[src/rtl/param_register_file.sv]
// rtl/param_register_file.sv - parametrised register file with bypass and pending-write scoreboard
module param_register_file #(
    parameter int DATA_W   = 32,
    parameter int ADDR_W   = 5,
    parameter int NUM_READ = 2,
    parameter int ZERO_REG = 1,
    parameter int BYPASS   = 1
) (
    input  logic                         Clk,
    input  logic                         Rst_n,
    input  logic [NUM_READ*ADDR_W-1:0]   rd_addr,
    output logic [NUM_READ*DATA_W-1:0]   rd_data,
    output logic [NUM_READ-1:0]          rd_busy,
    input  logic                         wr_en,
    input  logic [ADDR_W-1:0]            wr_addr,
    input  logic [DATA_W-1:0]            wr_data,
    input  logic                         rsv_en,
    input  logic [ADDR_W-1:0]            rsv_addr,
    output logic                         any_busy
);

    localparam int DEPTH = 1 << ADDR_W;

    logic [DATA_W-1:0] r_mem [DEPTH];
    logic [DEPTH-1:0]  r_busy;
    logic              r_any_busy;

    logic              w_wr_ok;
    logic              w_rsv_ok;
    logic [DEPTH-1:0]  w_busy_nxt;

    assign w_wr_ok  = wr_en  && !((ZERO_REG != 0) && (wr_addr  == '0));
    assign w_rsv_ok = rsv_en && !((ZERO_REG != 0) && (rsv_addr == '0));

    // Reservation is applied after the clear so a new producer wins a same-address collision.
    always_comb begin
        w_busy_nxt = r_busy;
        if (w_wr_ok) begin
            w_busy_nxt[wr_addr] = 1'b0;
        end
        if (w_rsv_ok) begin
            w_busy_nxt[rsv_addr] = 1'b1;
        end
    end

    always_ff @(posedge Clk or negedge Rst_n) begin
        if (!Rst_n) begin
            for (int i = 0; i < DEPTH; i++) begin
                r_mem[i] <= '0;
            end
            r_busy     <= '0;
            r_any_busy <= 1'b0;
        end else begin
            if (w_wr_ok) begin
                r_mem[wr_addr] <= wr_data;
            end
            r_busy     <= w_busy_nxt;
            r_any_busy <= |w_busy_nxt;
        end
    end

    assign any_busy = r_any_busy;

    genvar k;
    generate
        for (k = 0; k < NUM_READ; k++) begin : g_rd
            logic [ADDR_W-1:0] w_a;
            logic              w_zero;
            logic              w_fwd;

            assign w_a    = rd_addr[k*ADDR_W +: ADDR_W];
            assign w_zero = (ZERO_REG != 0) && (w_a == '0);
            // A forwarded value is already current, so the port is not reported busy.
            assign w_fwd  = (BYPASS != 0) && wr_en && (wr_addr == w_a);

            assign rd_data[k*DATA_W +: DATA_W] = w_zero ? '0 :
                                                 w_fwd  ? wr_data : r_mem[w_a];
            assign rd_busy[k] = !w_zero && !w_fwd && r_busy[w_a];
        end
    endgenerate

endmodule

[config.mk]
export PLATFORM = sky130hd
export DESIGN_NAME = param_register_file
export DESIGN_NICKNAME = d
export VERILOG_FILES = /design/src/rtl/param_register_file.sv
export SDC_FILE = /design/constraint.sdc
export NUM_CORES = 2
export LEC_CHECK = 0
export CAP_MARGIN = 20
export CORE_MARGIN = 2
export CORE_UTILIZATION = 57
export DETAILED_ROUTE_END_ITERATION = 8
export GPL_ROUTABILITY_DRIVEN = 0
export PLACE_DENSITY = 0.78
export SLEW_MARGIN = 20
export SYNTH_ARGS = -nofsm -noshare
export SYNTH_HDL_FRONTEND = slang
export SYNTH_SLANG_ARGS = --single-unit
[constraint.sdc]
create_clock -name Clk -period 2.35 [get_ports Clk]
set_input_delay 0.3525 -clock Clk [delete_from_list [all_inputs] [get_ports Clk]]
set_output_delay 0.3525 -clock Clk [all_outputs]
set_load 0.01 [all_outputs]
==> reports/qor.yml <==
status:
  status: "finished, violations left"
  violations: "setup timing"
yosys:
  syn_area_um2: 57000
  yosysWarnings: 0
  synth_ff_type: "dfrtp_1"
  ys_async_sr_fraction_pct: 100
  synth.area.top_cells: "dfrtp_1 (46%), mux2_2 (20%), mux4_2 (19%)"
  ys_types: 67
  syn_avg_cell_area_um2: 14.6
  synth_nets: 3962
  synth_top_area_cell: "dfrtp_1"
  yosysSeqAreaShare_pct: 46.4
  synth_edf_count: 0
  synth_cells: 3906
  synth_seq_cells: 1057
  synth_top_area_share_pct: 46.4
sta:
  worstMarginPinSlew_ns: 1.05
  rsz0062_at_grt: "true"
  period_share_pct: 130
  finalSetupTns_ns: -31.51
  fmax_ghz: 0.329
  final_max_slew_viol_count: 0
  hold_viol_final: 0
  setup_ws_ns: -0.694
  period_needed_ns: 3.04
  finalClockSkew_ns: 0.00747
  slew_headroom_pct: 30.2
  whs_ns: 0.154
  setup_viol: 66
routing:
  drtAntennaViolNets: 0
  vias: 44800
  drt-wirelength-per-cell_um: 35.5
  dr.pass1.iters: 9
  drtIter0Drc: 6342
  drc: 0
  via_per_inst: 7.38
  routed_wl_mm: 216
setup_path:
  worst_setup_path_start_kind: "register"
  path_delay_family: "multiplexers"
  worstPathRequired_ns: 2.00
  setup.worst_path.class: "reg -> out"
  cp_slowest_cell: "mux4_2"
  cp_common_cell: "mux4_2"
  crit_fanout: 2
  cp_slowest_stage_delay_ns: 0.51
  worstSetupEndpointType: "primary output"
  path_cells: "mux4_2 -> mux4_2 -> a21oi_2 -> buf_4 -> o2bb2ai_4 -> buf_6"
  arrival_ns: 2.69
  crit_buf_inv: 2
clock_network:
  cts_num_sinks: 1057
  tritoncts: "built"
  root_buffer: "clkbuf_16"
  cts_buffers: 112
  clk_path_buf_depth: 3
  cts.reportedPaths.clkPinSlew_ns: 0.07
  clk_latency_ns: 0.72
  cts-htree-levels: 3
placed_design:
  dp.cells: 5775
  io_buffers: 122
  pre_cts_slack_ns: -1.46
  detailed_place_hpwl_mm: 136
  placed_cell_area_um2: 67000
layout:
  n_fill_cell: 5585
  drive_above_1_share_pct: 63.1
  fin_cells: 6075
  area_delta_synth_final_pct: 28.4
  nNetsFinal: 4737
  multi_input_area_um2: 30100
  regArea_um2: 26500
  final_area_um2: 73200
  final_util_pct: 73.4
worst_hold_path:
  holdCritPathClass: "in -> async"
die:
  dieArea_um2: 103000
  coreArea_um2: 99700
  die_y_um: 320
  num_rows: 116
  die_w_um: 320
  ios: 123
  start_util_pct: 57.2
power:
  total_power_mw: 59.2
  powerDensity_nw_per_um2: 808
  irDropWorstVdd_v: 0.000687
  leakagePower_nw: 32.4
grt:
  antenna_found_initial: 4
  grt_max_degree: 84
  grt_usage_pct: 41.2
  grt_pass1_vias: 46000
  grt_overflow_total: 0
  grt_pass1_wl_mm: 308
flow_run:
  max_cap_viol_count: 0
## where the power goes
| part | leakage, nW | internal (mW) | switching (mW) |
|---|---|---|---|
| combinational | 16.9 | 8.98 | 6.31 |
| sequential | 13.5 | 21.7 | 2.80 |
| clock | 1.97 | 11.4 | 7.98 |
| total | 32.4 | 42.1 | 17.1 |
## layout by cell type, fill, tap and decap left out, types with 20 or more instances in the layout
cell	n
clkdlybuf4s50_1	40
buf_12	189
buf_2	55
a22o_1	26
o22ai_2	23
nor2_4	20
mux4_2	487
clkbuf_8	22
clkbuf_16	115
buf_6	57
mux2i_1	125
nor2b_1	24
buf_4	737
dfrtp_1	1057
nor2_1	33
a22oi_2	33
o22ai_1	43
clkinv_2	31
nand3_1	31
mux2_2	1007
nand2_1	54
o21ai_0	59
## worst reg2reg max path: cells and delay by family (launching register included)
kind,cells,cell delay [ns]
AO/OA/AOI/OAI,2,0.45
buffers and inverters,2,0.33
flip-flops,1,0.39
AND/OR/NAND/NOR,2,0.45
## synthesized netlist by cell type (27+ instances only)
cell type / instances
buf_1: 50
mux4_2: 487
mux2i_1: 137
nor3_1: 34
nor2_1: 59
o22ai_1: 73
nand2_1: 69
buf_2: 102
nor2b_1: 29
nand3_1: 46
a22oi_1: 52
a22o_1: 27
dfrtp_1: 1057
mux2_2: 1010
buf_4: 37
clkbuf_1: 233
o21ai_0: 80
a211oi_1: 31
a21oi_1: 35
## metal layers
metal  global-route usage, %  part of all wire [%]  up-vias
met3                    14.7                    15     1245
met4                    27.0                   8.5       12
met2                    59.0                    43     3911
met5                       0                 0.082        -
met1                    53.3                    34    22900
li1                        -                     -    16700
## layout make-up
type | instances | area share, %
inverters | 11 | 0.0564
flip-flops and latches | 1057 | 36.1
repair buffers | 1099 | 15.1
well taps | 1298 | 2.22
clock buffers | 149 | 4.38
diodes | 1 | 0.00342
clock inverters | 60 | 1.05
multi-input cells | 2400 | 41.1
## cell families (layout without fill, tap and decap cells)
family	Yosys count	after routing	share of synthesized area, %
compound gates	403	403	4.94
buf+inv	449	1319	3.65
simple gates	349	349	3.23
xor+xnor	10	10	0.154
flops	1057	1057	46.4
mux	1638	1638	41.7
other cells	0	1	0
## worst paths after layout
check,endpoint,depth (start not counted),slack (ns),startpoint
worst min register to register,r_mem[1000],0,0.40,r_mem[1000]
worst min-delay path,r_busy[4],2,0.15,Rst_n
worst max-delay path,rd_data[35],6,-0.69,r_mem[387]
max in group asynchronous,r_mem[261],4,1.17,Rst_n
worst max register to register,any_busy,6,0.56,r_busy[15]
min in group Clk,r_busy[20],5,0.37,wr_addr[4]
## registers in the layout, summed over array words and instances, names as in the netlist
signal	cells
r_busy	32
r_mem	1024
any_busy	1
## repair_timing
action                     CTS  global route
setup buffers               72            32
pin swaps                  171            82
hold buffers                 1             0
resized for setup          513           111
setup endpoints to repair   66            66
hold endpoints to repair   126             0
cloned                       3             1
Power figures use the tool's default switching activity.
